### src/rtl/mem_access_ctrl_pkg.sv
// Shared types, funct3 encodings and store lane helpers for the MEM-stage access controller.
package mem_pkg;

  typedef enum logic [1:0] {IDLE, REQ, WAIT, DONE} state_t;

  localparam logic [2:0] F3_B  = 3'b000;
  localparam logic [2:0] F3_H  = 3'b001;
  localparam logic [2:0] F3_W  = 3'b010;
  localparam logic [2:0] F3_BU = 3'b100;
  localparam logic [2:0] F3_HU = 3'b101;

  function automatic logic f3_legal(input logic [2:0] f3, input logic is_store);
    if (is_store) return (f3 == F3_B) || (f3 == F3_H) || (f3 == F3_W);
    return (f3 == F3_B) || (f3 == F3_H) || (f3 == F3_W) || (f3 == F3_BU) || (f3 == F3_HU);
  endfunction

  // Size is carried in funct3[1:0]: 01 = half, 10 = word.
  function automatic logic misaligned(input logic [2:0] f3, input logic [1:0] off);
    return ((f3[1:0] == 2'b01) && off[0]) || ((f3[1:0] == 2'b10) && (off != 2'b00));
  endfunction

  function automatic logic [31:0] store_wdata(input logic [2:0] f3, input logic [31:0] data);
    case (f3)
      F3_B:    return {4{data[7:0]}};
      F3_H:    return {2{data[15:0]}};
      default: return data;
    endcase
  endfunction

  function automatic logic [3:0] store_wstrb(input logic [2:0] f3, input logic [1:0] off);
    case (f3)
      F3_B:    return 4'b0001 << off;
      F3_H:    return 4'b0011 << off;
      default: return 4'b1111;
    endcase
  endfunction

endpackage

### src/rtl/mem_access_ctrl_load_extend.sv
// Selects the addressed byte/half of a read word and sign- or zero-extends it.
module load_extend
  import mem_pkg::*;
(
  input  logic [31:0] i_word,
  input  logic [1:0]  i_off,
  input  logic [2:0]  i_funct3,
  output logic [31:0] o_data
);

  logic [7:0]  w_byte;
  logic [15:0] w_half;

  always_comb begin
    w_byte = 8'h00;
    case (i_off)
      2'd0: w_byte = i_word[7:0];
      2'd1: w_byte = i_word[15:8];
      2'd2: w_byte = i_word[23:16];
      2'd3: w_byte = i_word[31:24];
      default: w_byte = 8'h00;
    endcase
    w_half = i_off[1] ? i_word[31:16] : i_word[15:0];
    case (i_funct3)
      F3_B:    o_data = {{24{w_byte[7]}}, w_byte};
      F3_H:    o_data = {{16{w_half[15]}}, w_half};
      F3_W:    o_data = i_word;
      F3_BU:   o_data = {24'h0, w_byte};
      F3_HU:   o_data = {16'h0, w_half};
      default: o_data = 32'h0;
    endcase
  end

endmodule

### src/rtl/mem_access_ctrl.sv
// MEM-stage data memory sequencer: issues one bus request per legal load/store,
// stalls the pipeline until the response or a timeout, and returns extended load data.
module mem_access_ctrl
  import mem_pkg::*;
#(
  parameter  int TIMEOUT = 255,
  localparam int TCNT_W  = $clog2(TIMEOUT + 1)
) (
  input  logic        clk,
  input  logic        rst,
  input  logic        memWrtm,
  input  logic        readm,
  input  logic [2:0]  funct3m,
  input  logic [31:0] aluRsltm,
  input  logic [31:0] wrtDm,
  output logic        busValid,
  input  logic        busReady,
  output logic        busWe,
  output logic [31:0] busAddr,
  output logic [31:0] busWdata,
  output logic [3:0]  busWstrb,
  input  logic        rspValid,
  input  logic [31:0] rspData,
  output logic        memStall,
  output logic [31:0] readDatam,
  output logic        alignErr,
  output logic        busErr,
  output logic [1:0]  dbgState
);

  localparam logic [TCNT_W-1:0] LAST_CNT = TCNT_W'(TIMEOUT - 1);

  state_t             r_state;
  logic [TCNT_W-1:0]  r_cnt;
  logic [31:0]        r_data;
  logic [1:0]         r_off;
  logic [2:0]         r_f3;
  logic               r_tout;

  logic        w_acc;
  logic        w_go;
  logic        w_bad;
  logic [31:0] w_ext;

  assign w_acc = readm | memWrtm;
  assign w_go  = w_acc & f3_legal(funct3m, memWrtm) & ~misaligned(funct3m, aluRsltm[1:0]);
  assign w_bad = w_acc & ~w_go;

  // Request channel: a transfer happens on a cycle with busValid & busReady;
  // while busValid is high without busReady, all bus fields are held unchanged.
  always_ff @(posedge clk) begin
    if (rst) begin
      r_state  <= IDLE;
      r_cnt    <= '0;
      r_data   <= '0;
      r_off    <= '0;
      r_f3     <= '0;
      r_tout   <= 1'b0;
      busValid <= 1'b0;
      busWe    <= 1'b0;
      busAddr  <= '0;
      busWdata <= '0;
      busWstrb <= '0;
    end else begin
      case (r_state)
        IDLE: begin
          r_tout <= 1'b0;
          if (w_go) begin
            r_state  <= REQ;
            r_cnt    <= '0;
            r_off    <= aluRsltm[1:0];
            r_f3     <= funct3m;
            busValid <= 1'b1;
            busWe    <= memWrtm;
            busAddr  <= {aluRsltm[31:2], 2'b00};
            busWdata <= memWrtm ? store_wdata(funct3m, wrtDm) : 32'h0;
            busWstrb <= memWrtm ? store_wstrb(funct3m, aluRsltm[1:0]) : 4'h0;
          end
        end
        REQ: begin
          r_cnt <= r_cnt + 1'b1;
          // The budget check wins over a same-cycle accept: the access could not finish in time anyway.
          if (r_cnt == LAST_CNT) begin
            r_state  <= DONE;
            r_tout   <= 1'b1;
            r_data   <= '0;
            busValid <= 1'b0;
          end else if (busReady) begin
            r_state  <= WAIT;
            busValid <= 1'b0;
          end
        end
        WAIT: begin
          r_cnt <= r_cnt + 1'b1;
          if (rspValid) begin
            r_state <= DONE;
            if (!busWe) r_data <= rspData;
          end else if (r_cnt == LAST_CNT) begin
            r_state <= DONE;
            r_tout  <= 1'b1;
            r_data  <= '0;
          end
        end
        DONE: r_state <= IDLE;
        default: r_state <= IDLE;
      endcase
    end
  end

  load_extend u_load_extend (
    .i_word   (r_data),
    .i_off    (r_off),
    .i_funct3 (r_f3),
    .o_data   (w_ext)
  );

  assign memStall  = ~rst & (((r_state == IDLE) & w_go) | (r_state == REQ) | (r_state == WAIT));
  assign alignErr  = ~rst & (r_state == IDLE) & w_bad;
  assign busErr    = ~rst & (r_state == DONE) & r_tout;
  assign readDatam = (~rst && r_state == DONE && !r_tout && !busWe) ? w_ext : 32'h0;
  assign dbgState  = r_state;

endmodule

### config.mk
export PLATFORM = sky130hd
export DESIGN_NAME = mem_access_ctrl
export DESIGN_NICKNAME = d
export VERILOG_FILES = /design/src/rtl/mem_access_ctrl_pkg.sv /design/src/rtl/mem_access_ctrl_load_extend.sv /design/src/rtl/mem_access_ctrl.sv
export SDC_FILE = /design/constraint.sdc
export NUM_CORES = 1
export LEC_CHECK = 0
export CAP_MARGIN = 15
export CORE_MARGIN = 5
export CORE_UTILIZATION = 44
export DETAILED_ROUTE_END_ITERATION = 10
export GPL_TIMING_DRIVEN = 1
export HOLD_SLACK_MARGIN = 0.12
export PLACE_DENSITY = 0.8
export SYNTH_ARGS = -nofsm -noshare
export SYNTH_HDL_FRONTEND = slang
export SYNTH_SLANG_ARGS = --single-unit
### constraint.sdc
create_clock -name clk -period 2.17 [get_ports clk]
set_clock_uncertainty 0.05 [all_clocks]
set_input_delay 0.3255 -clock clk [delete_from_list [all_inputs] [get_ports clk]]
set_output_delay 0.3255 -clock clk [all_outputs]
set_load 0.02 [all_outputs]
==> results of run 1 <==
-- power by group through the flow --
stage	Combinational (mW)	Sequential [mW]	Clock [mW]
floorplan	0.500	2.41	0
global placement	1.18	2.33	0
detailed placement	1.20	2.34	0
CTS	1.26	2.30	3.03
global route	1.42	2.31	3.15
finish	1.33	2.30	3.01
-- Yosys cell counts (all sizes together) (2+ instances only) --
| cell type | n |
|---|---|
| a211oi | 8 |
| a21o | 2 |
| a21oi | 111 |
| a22o | 32 |
| a22oi | 8 |
| a311oi | 2 |
| and4 | 2 |
| buf | 24 |
| clkbuf | 36 |
| dfxtp | 116 |
| ha | 6 |
| inv | 9 |
| mux2 | 25 |
| mux2i | 17 |
| nand2 | 148 |
| nand2b | 3 |
| nand3 | 33 |
| nand3b | 2 |
| nor2 | 11 |
| nor2b | 3 |
| nor3 | 5 |
| o2111ai | 11 |
| o21ai | 14 |
| o22ai | 8 |
| o311ai | 2 |
| o31a | 2 |
| o31ai | 5 |
| o41ai | 3 |
| or4 | 5 |
-- tightest hold or removal path, cell delays in order --
cell	delay, ns
buf_2	0.11
buf_4	0.23
a21oi_1	0.06
-- final timing paths --
check                                  start             to  slack, ns  cells after the start
worst max-delay path                r_off[1]  readDatam[21]      -0.15                      5
worst min-delay path                     rst    busAddr[14]       0.31                      3
worst max register to register   dbgState[1]    dbgState[0]       0.16                      8
worst min register to register  busWdata[15]   busWdata[15]       0.40                      2
-- cells by family (layout without fill, tap and decap cells) --
logic type | count (synthesis) | count (layout)
simple gates | 219 | 219
other cells | 1 | 2
flops | 116 | 116
fa+ha+maj | 6 | 6
buf+inv | 70 | 320
compound gates | 215 | 216
mux | 42 | 42
-- placed cells by master, fill, tap and decap left out, types with 17 or more instances in the layout --
cell	n
a21oi_1	85
a21oi_2	21
a22o_1	32
buf_4	69
buf_6	25
clkbuf_16	17
clkdlybuf4s50_1	169
dfxtp_1	111
mux2_2	24
nand2_1	148
nand3_1	33
-- sequential cells by signal (all words and copies together), names as in the netlist --
signal	flops
dbgState	2
r_off	2
busWdata	32
busValid	1
busWe	1
busWstrb	4
r_data	32
r_tout	1
busAddr	30
r_cnt	8
r_f3	3
-- metal layers --
metal / track usage / vias up / routed length [µm] / part of all wire
met4: 0.106 / 0 / 526 / 0.026
met3: 0.112 / 47 / 2240 / 0.11
li1: - / 2884 / - / -
met5: 0 / - / 0 / 0
met2: 0.444 / 330 / 9770 / 0.48
met1: 0.303 / 2873 / 7690 / 0.38
-- timing repair --
action / in CTS / in global routing
cloned: 3 / 0
buffers inserted: 1 / 4
setup endpoints to repair: 85 / 85
resized for setup: 223 / 59
pin swaps: 5 / 4
-- stage by stage --
stage | total power, mW | instance area, µm²
4_1_cts | 6.59 | 8890
3_3_place_gp | 3.51 | 8120
2_1_floorplan | 2.91 | 5500
5_1_grt | 6.88 | 9170
3_5_place_dp | 3.53 | 8120
6_report | 6.64 | 9170
-- layout make-up --
cell class,count,area share
Sequential cell,116,0.254
Clock inverter,11,0.0191
Inverter,10,0.00409
Multi-Input combinational cell,485,0.356
Tap cell,168,0.0229
Clock buffer,21,0.0502
Timing Repair Buffer,278,0.294
==> results.yml, run 1 <==
yosys:
  synth_top_area_frac: 0.423
  yosys.area.top_type: "dfxtp_1"
  synth_enable_flop_cells: 0
  post_synth_cell_types: 52
  dominant_combinational_cell_family_by_area_after_synthesis: "compound AO/OA/AOI/OAI gates"
  synthesis.area_per_instance_um2: 8.21
  basic_gate_share_of_the_synthesized_area_counting_and_or_nand_and_nor_cells: 0.174
  ys_warnings: 0
  synth-seq-cells: 116
  synth-xor-area-share: 0
  synth.area.mux_share: 0.0823
  synth-adder-area-share: 0.0137
  synth.area.top_cells: "dfxtp_1, a21oi_1, nand2_1"
  synth_compound_gate_area_share: 0.252
  synth_flop_cell: "dfxtp_1"
  post_synth_instance_area_um2: 5490
  postSynthCellCount: 669
  fraction_of_the_yosys_area_taken_by_sequential_cells: 0.423
  ys_async_sr_fraction: 0
layout:
  diodes: 0
  layout.nets: 1019
  final_cells: 1089
  drive_above_1_share: 0.245
  synthToLayoutAreaGrowth_pct: 67.0
  filler_cell_count: 835
  final-seq-area_um2: 2330
  multi_input_comb_area_um2: 3260
  postLayoutCoreUtil: 0.757
pwr:
  logic_gate_share_of_total_power: 0.201
  clock_network_fraction_of_design_power: 0.453
  net-switching-power_mw: 1.78
  p_int_mw: 4.85
  p_leak_nw: 3.27
  seq_power_share: 0.347
  power.density_nw_per_um2: 724
  irDropWorstVdd_uv: 722
  switching_share: 0.269
timing:
  final_min_period_over_clock_period: 1.07
  timing.setup.tns_ns: -2.67
  achievable-frequency_mhz: 432
  worst_slew_margin_rel: 0.478
  setup_violations: 27
  finalHoldViolations: 0
  grt_setup_unrepaired: "true"
  post-route-worst-setup-slack_ns: -0.147
  tightestPinTransition_ns: 0.783
  timing_max_transition_violations_final: 0
  min_tclk_post_route_ns: 2.32
  holdWs_ns: 0.308
die:
  placeableCoreArea_um2: 12100
  die-area_um2: 14800
  initial_utilization: 0.453
  num_io_pins: 212
  die-height_um: 122
  placementRows: 40
  dieWidth_um: 122
global_routing:
  grt_use_total: 0.266
  first_pass_grt_wire_length_mm: 31.4
  grt_start_max_net_pins: 72
  grt-ovfl-total: 0
  first_global_vias: 6196
  grt_antenna_before_repair: 0
min_path:
  min-delay-path-class: "input port to register"
clock_tree:
  tritoncts.num_buffers: 17
  clkTransAtPathRegs_ns: 0.06
  tritoncts_clock_tree: "done"
  holdBufCountCts: 0
  insertion_delay_ns: 0.42
  ctsRootBufferMaster: "clkbuf_16"
  htree_num_levels: 4
  cts-root-to-sink-buffers: 2
  cts_num_sinks: 116
run_status:
  outcome: "finished, violations left"
  failed_checks: "setup timing"
setup_path:
  timing.critical_path.fanout_max: 8
  cpPeakStageDelay_ns: 0.40
  crit_chain: "mux2_4 > o311ai_4 > buf_6 > a21oi_2 > buf_4"
  cp-start-kind: "register"
  critPathCaptureType: "output pin"
  cp_data_required_time_ns: 1.79
  critPathSlowestCell: "dfxtp_4"
  worstPathArrival_ns: 1.94
  critical_path_buf_inv_count: 2
  worst_path_dominant_cell_family: "flip-flops"
  timing.setup.critical_path_class: "register to output pin"
route:
  route.antenna.remaining_nets: 0
  routedWlPerCell_um: 18.6
  drt_iter0_drc: 503
  vias: 6134
  avgViaCountPerCell: 5.63
  drtPass1Iterations: 5
  routed_wire_length_mm: 20.2
  drc_errors: 0
placed_design:
  routabilityCongestion: 0.882
  numPlacedInstances: 1049
  buffer_ports.inserted: 209
  dp_hpwl_mm: 13.6
  place_worst_setup_slack_ns: -0.494
run:
  number_of_maximum_capacitance_constraint_violations: 0
(Power assumes the default switching activity.)
==> run 2: changes to the inputs <==
--- a/config.mk
+++ b/config.mk
@@ -6,12 +6,12 @@
 export NUM_CORES = 1
 export LEC_CHECK = 0
 export CAP_MARGIN = 15
-export CORE_MARGIN = 5
-export CORE_UTILIZATION = 44
+export CORE_MARGIN = 4
+export CORE_UTILIZATION = 40
 export DETAILED_ROUTE_END_ITERATION = 10
 export GPL_TIMING_DRIVEN = 1
 export HOLD_SLACK_MARGIN = 0.12
-export PLACE_DENSITY = 0.8
+export PLACE_DENSITY = 0.74
 export SYNTH_ARGS = -nofsm -noshare
 export SYNTH_HDL_FRONTEND = slang
 export SYNTH_SLANG_ARGS = --single-unit
==> run 2 against run 1 <==
Compared with the run above: the run still ends with setup timing left; power fell by 6.0%; combinational power barely moved; final cell count increased by 1.6%; first-iteration DRC count decreased by 15%; hold slack improved by 0.075 ns; die area increased by 5.8%; critical path depth is the same; global-route usage down 1.9 points; register-to-register slack worse by 0.03 ns; routed wire length is 0.16% higher; via count up 0.29%; critical path type unchanged; critical endpoint is now readDatam[28].
==> results.yml, run 2 (synthesized netlist as in run 1, its figures left out) <==
pwr:
  p_leak_nw: 3.30
  irDropWorstVdd_uv: 575
  power.density_nw_per_um2: 681
min_path:
  min_from: "rst"
  min_delay_worst_endpoint: "busAddr[3]"
  min-delay-path-class: "input port to register"
  timing.hold.worst_path_depth: 3
timing:
  timing_max_transition_violations_final: 0
  achievable-frequency_mhz: 435
  grt_setup_unrepaired: "true"
  min_tclk_post_route_ns: 2.30
  worst_slew_margin_rel: 0.559
  finalHoldViolations: 0
  setup_violations: 30
  final_min_period_over_clock_period: 1.06
  tightestPinTransition_ns: 0.662
  post-route-worst-setup-slack_ns: -0.130
global_routing:
  grt_use_total: 0.247
  grt_antenna_before_repair: 3
  first_global_vias: 6231
  grt_start_max_net_pins: 64
  first_pass_grt_wire_length_mm: 31.8
  grt-ovfl-total: 0
layout:
  layout.nets: 1028
  drive_above_1_share: 0.246
  layout.cells.most_common_list: "clkdlybuf4s50_1, nand2_1, dfxtp_1"
  synthToLayoutAreaGrowth_pct: 66.8
  final_common_cell: "clkdlybuf4s50_1"
  postLayoutCoreUtil: 0.686
  final_cells: 1106
  biggestRegsByFlops: "busWdata x32, r_data x32, busAddr x30"
run_status:
  outcome: "finished, violations left"
  failed_checks: "setup timing"
clock_tree:
  cts-root-to-sink-buffers: 2
  tritoncts_clock_tree: "done"
  cts_num_sinks: 116
  ctsRootBufferMaster: "clkbuf_16"
  holdBufCountCts: 0
  htree_num_levels: 4
  tritoncts.num_buffers: 17
  insertion_delay_ns: 0.40
  clkTransAtPathRegs_ns: 0.05
setup_path:
  reg2reg_slack_ns: 0.13
  worstRegToRegCells: 9
  cp-start-kind: "register"
  r2r-end: "r_data[18]"
  worstPathArrival_ns: 1.92
  cp_data_required_time_ns: 1.79
  timing.setup.critical_path_class: "register to output pin"
  crit-reg2reg-launch: "dbgState[0]"
  critPathCaptureType: "output pin"
  timing.critical_path.fanout_max: 6
route:
  drtPass1Iterations: 5
  routed_wire_length_mm: 20.3
  avgViaCountPerCell: 5.56
  route.antenna.remaining_nets: 0
  drc_errors: 0
  vias: 6152
  routedWlPerCell_um: 18.3
  drt_iter0_drc: 429
die:
  dieWidth_um: 125
  num_io_pins: 212
  die-area_um2: 15700
  placeableCoreArea_um2: 13300
  placementRows: 42
  die-height_um: 125
  initial_utilization: 0.411
placed_design:
  numPlacedInstances: 1064
  place_worst_setup_slack_ns: -0.589
  routabilityCongestion: 0.843
  dp_hpwl_mm: 13.8
  buffer_ports.inserted: 209
run:
  number_of_maximum_capacitance_constraint_violations: 0
run 2: cell types whose count changed in the layout (fill, tap and decap cells not counted), sizes merged:
cell	before	now
diode	0	2
buf	104	111
inv	10	9
bufinv	4	1
dlygate4sd2	4	5
clkinv	2	5
dlymetal6s2s	1	0
clkinvlp	5	0
clkbuf	21	27
run 2: power by group:
part | switching, mW | leakage [nW] | internal [mW] | total, mW
sequential | 0.0727 | 0.943 | 2.23 | 2.30
clock | 0.933 | 0.273 | 1.67 | 2.61
combinational | 0.686 | 2.08 | 0.643 | 1.33
total | 1.69 | 3.30 | 4.55 | 6.24
run 2: layout make-up:
class	count	area (µm²)
tap	176	220
timing repair buffer	287	2770
sequential	116	2330
antenna	2	5.00
clock inverter	5	50.0
multi-input combinational	485	3250
clock buffer	25	495
fill	1045	4190
inverter	10	37.5
run 2: stage by stage:
step | instance area, µm² | setup TNS (ns) | power, mW | hold WS, ns
after global placement | 8180 | -33.43 | 3.52 | 0.388
after floorplan | 5500 | -0.119 | 2.91 | 0.397
final | 9160 | -2.75 | 6.24 | 0.383
after detailed placement | 8180 | -39.90 | 3.55 | 0.397
after CTS | 8910 | -2.67 | 6.22 | 0.369
after global routing | 9160 | -4.25 | 6.47 | 0.388
run 2: worst max path at each step:
stage           startpoint       endpoint  slack, ns  cells after the start
3_5_place_dp    funct3m[0]       memStall      -0.59                      6
6_report          r_off[1]  readDatam[28]      -0.13                      5
5_1_grt            r_f3[1]  readDatam[11]      -0.21                      6
3_3_place_gp   aluRsltm[0]       memStall      -0.55                      6
4_1_cts           r_off[1]  readDatam[30]      -0.15                      5
2_1_floorplan     r_off[1]   readDatam[0]      -0.02                      6
run 2: what timing repair did:
item / 4_1_cts / 5_1_grt
setup endpoints to repair: 90 / 93
pin swaps: 6 / 5
resized for setup: 228 / 45
setup buffers: 4 / 3
gates cloned: 2 / 1
run 2: routing by layer:
layer	vias to the layer above	GRT usage	share of wire	wire, µm
li1	2908	-	-	-
met3	39	0.104	0.095	1930
met5	-	0	0.00054	11
met2	280	0.420	0.50	10100
met4	2	0.0816	0.023	471
met1	2923	0.281	0.38	7750
run 2: critical path, stage by stage, from the launching register on:
cell and delay [ns]:
dfxtp_4 0.38, mux2_4 0.35, o311ai_4 0.37, buf_6 0.20
a21oi_2 0.06, buf_4 0.15
==> run 3: changes to the inputs <==
--- a/config.mk
+++ b/config.mk
@@ -11,7 +11,8 @@
 export DETAILED_ROUTE_END_ITERATION = 10
 export GPL_TIMING_DRIVEN = 1
 export HOLD_SLACK_MARGIN = 0.12
-export PLACE_DENSITY = 0.74
+export PLACE_DENSITY = 0.73
 export SYNTH_ARGS = -nofsm -noshare
 export SYNTH_HDL_FRONTEND = slang
+export SYNTH_HIERARCHICAL = 1
 export SYNTH_SLANG_ARGS = --single-unit
==> run 3 against run 2 <==
Compared with the run above: hold slack lost 0.14 ns; combinational power grew 3%; non-clock buffer count grew 11; critical path type unchanged; clock power grew 7%; critical endpoint is now readDatam[30]; the run still ends with setup timing left; power grew 3.3%; highest routed layer is now met4; register-to-register slack gained 0.13 ns; global-route usage shrank 2.1 points.
==> results.yml, run 3 <==
die:
  die-area_um2: 16800
  dieWidth_um: 130
  initial_utilization: 0.408
  num_io_pins: 212
  die-height_um: 130
  placementRows: 44
  placeableCoreArea_um2: 14500
setup_path:
  critPathCaptureType: "output pin"
  timing.setup.critical_path_class: "register to output pin"
  timing.critical_path.fanout_max: 10
  critical_path_buf_inv_count: 3
  worstPathArrival_ns: 1.97
  crit_chain: "mux2_4 > a22oi_4 > buf_6 > buf_12 > a211oi_1 > and2_1 > buf_6"
  critPathMostFrequentCell: "buf_6"
  cpPeakStageDelay_ns: 0.36
  cp_data_required_time_ns: 1.79
  worst_path_dominant_cell_family: "buffers and inverters"
  critPathSlowestCell: "dfxtp_4"
  cp-start-kind: "register"
yosys:
  fraction_of_the_yosys_area_taken_by_sequential_cells: 0.392
  post_synth_cell_types: 63
  synth_enable_flop_cells: 0
  postSynthCellCount: 702
  synth.area.top_cells: "dfxtp_1, a21oi_1, nand2_1"
  synth.most_common_cell: "nand2_1"
  ys_warnings: 6
  synth-seq-cells: 116
  synth_top_area_frac: 0.392
  synthesis.area_per_instance_um2: 8.45
  synth_flop_cell: "dfxtp_1"
  ys_async_sr_fraction: 0
  synth.top_cells.by_count: "nand2_1, dfxtp_1, a21oi_1"
  yosys.area.top_type: "dfxtp_1"
  post_synth_instance_area_um2: 5930
global_routing:
  grt_start_max_net_pins: 59
  grt_antenna_before_repair: 1
  first_pass_grt_wire_length_mm: 30.5
  first_global_vias: 5948
  grt_use_total: 0.226
  grt-ovfl-total: 0
layout:
  drive_above_1_share: 0.245
  layout.cells.most_common_list: "clkdlybuf4s50_1, nand2_1, dfxtp_1"
  final_cells: 1149
  final_area_um2: 9610
  final_common_cell: "clkdlybuf4s50_1"
  synthToLayoutAreaGrowth_pct: 62.1
  layout.nets: 1063
  postLayoutCoreUtil: 0.661
  biggestRegsByFlops: "busWdata x32, r_data x32, busAddr x30"
route:
  route.antenna.remaining_nets: 0
  route.met3.wl_mm: 1.40
  avgViaCountPerCell: 5.41
  routedWlPerCell_um: 17.4
  routed_wire_length_mm: 20.0
  vias: 6212
  met2WireLength_mm: 9.87
  drt_iter0_drc: 442
  drc_errors: 0
  drtPass1Iterations: 4
  routed.top_layer: "met4"
  wl_met1_mm: 8.29
placed_design:
  numPlacedInstances: 1103
  buffer_ports.inserted: 209
  placedInstanceArea_um2: 8580
  place_worst_setup_slack_ns: -0.533
  routabilityCongestion: 0.874
  dp_hpwl_mm: 13.5
timing:
  timing_max_transition_violations_final: 0
  grt_setup_unrepaired: "true"
  tightestPinTransition_ns: 0.569
  holdWs_ns: 0.241
  achievable-frequency_mhz: 427
  post-route-worst-setup-slack_ns: -0.172
  timing.setup.tns_ns: -2.96
  setup_violations: 32
  final_min_period_over_clock_period: 1.08
  min_tclk_post_route_ns: 2.34
  worst_slew_margin_rel: 0.621
  finalHoldViolations: 0
clock_tree:
  htree_num_levels: 4
  ctsRootBufferMaster: "clkbuf_16"
  holdBufCountCts: 0
  tritoncts.num_buffers: 17
  cts-root-to-sink-buffers: 2
  tritoncts_clock_tree: "done"
  cts_num_sinks: 116
  insertion_delay_ns: 0.41
  clkTransAtPathRegs_ns: 0.05
pwr:
  power.density_nw_per_um2: 670
  irDropWorstVdd_uv: 516
  power.total_mw: 6.44
  p_leak_nw: 3.64
run_status:
  failed_checks: "setup timing"
  outcome: "finished, violations left"
min_path:
  min-delay-path-class: "input port to register"
run:
  number_of_maximum_capacitance_constraint_violations: 0
## run 3: cell count changes in the layout (fill, tap and decap cells not counted), moves of 7 or more
| cell | previous run | this run |
|---|---|---|
| and2_1 | 1 | 28 |
| nand2_1 | 148 | 123 |
| a21oi_1 | 85 | 109 |
| a211oi_1 | 0 | 16 |
| a21oi_2 | 19 | 4 |
| buf_6 | 22 | 35 |
| o21ai_0 | 12 | 4 |
| a211oi_2 | 7 | 0 |
| a21oi_4 | 7 | 0 |
| a221oi_2 | 0 | 7 |
| a22oi_1 | 3 | 10 |
| buf_4 | 77 | 70 |
| mux2_4 | 1 | 8 |
## run 3: final cells by class
cell class | count | area [µm²]
Tap cell | 184 | 230
Antenna cell | 1 | 2.50
Timing Repair Buffer | 298 | 2930
Clock buffer | 20 | 447
Clock inverter | 11 | 135
Fill cell | 1184 | 4920
Inverter | 9 | 33.8
Multi-Input combinational cell | 510 | 3500
Sequential cell | 116 | 2340
## run 3: routing by layer
layer / track usage / up-vias
li1: - / 3058
met1: 0.281 / 2870
met2: 0.381 / 258
met3: 0.0614 / 26
met4: 0.0770 / 0
met5: 0 / -
## run 3: worst min-delay path, stage by stage
cell and delay (ns):
buf_2 0.11, buf_4 0.16, a21oi_1 0.05
## run 3: timing repair
action,4_1_cts,5_1_grt
gates resized for setup,212,57
pin swaps,13,22
endpoints found under the setup margin,34,89
gates cloned,2,1
buffers inserted,9,3
## run 3: cells by family after synthesis
logic type	after synthesis	synth area share
AO/OA/AOI/OAI	236	0.268
AND/OR/NAND/NOR	222	0.177
flip-flops	116	0.392
buffers and inverters	77	0.0686
multiplexers	44	0.0815
adder cells (fa/ha/maj)	6	0.0127
other	1	0.000632
## run 3: worst paths after layout
kind                    start       endpoint  slack (ns)  cells past startpoint
setup / recovery     r_off[0]  readDatam[30]       -0.17                      7
hold / removal            rst    busWdata[5]        0.24                      3
setup reg to reg  dbgState[0]     r_data[26]        0.26                      8
hold reg to reg   busAddr[11]    busAddr[11]        0.40                      2
## run 3: where the power goes
part,internal (mW),total [mW],switching [mW]
clock,1.81,2.78,0.963
combinational,0.685,1.37,0.686
sequential,2.23,2.30,0.0690
total,4.73,6.44,1.72
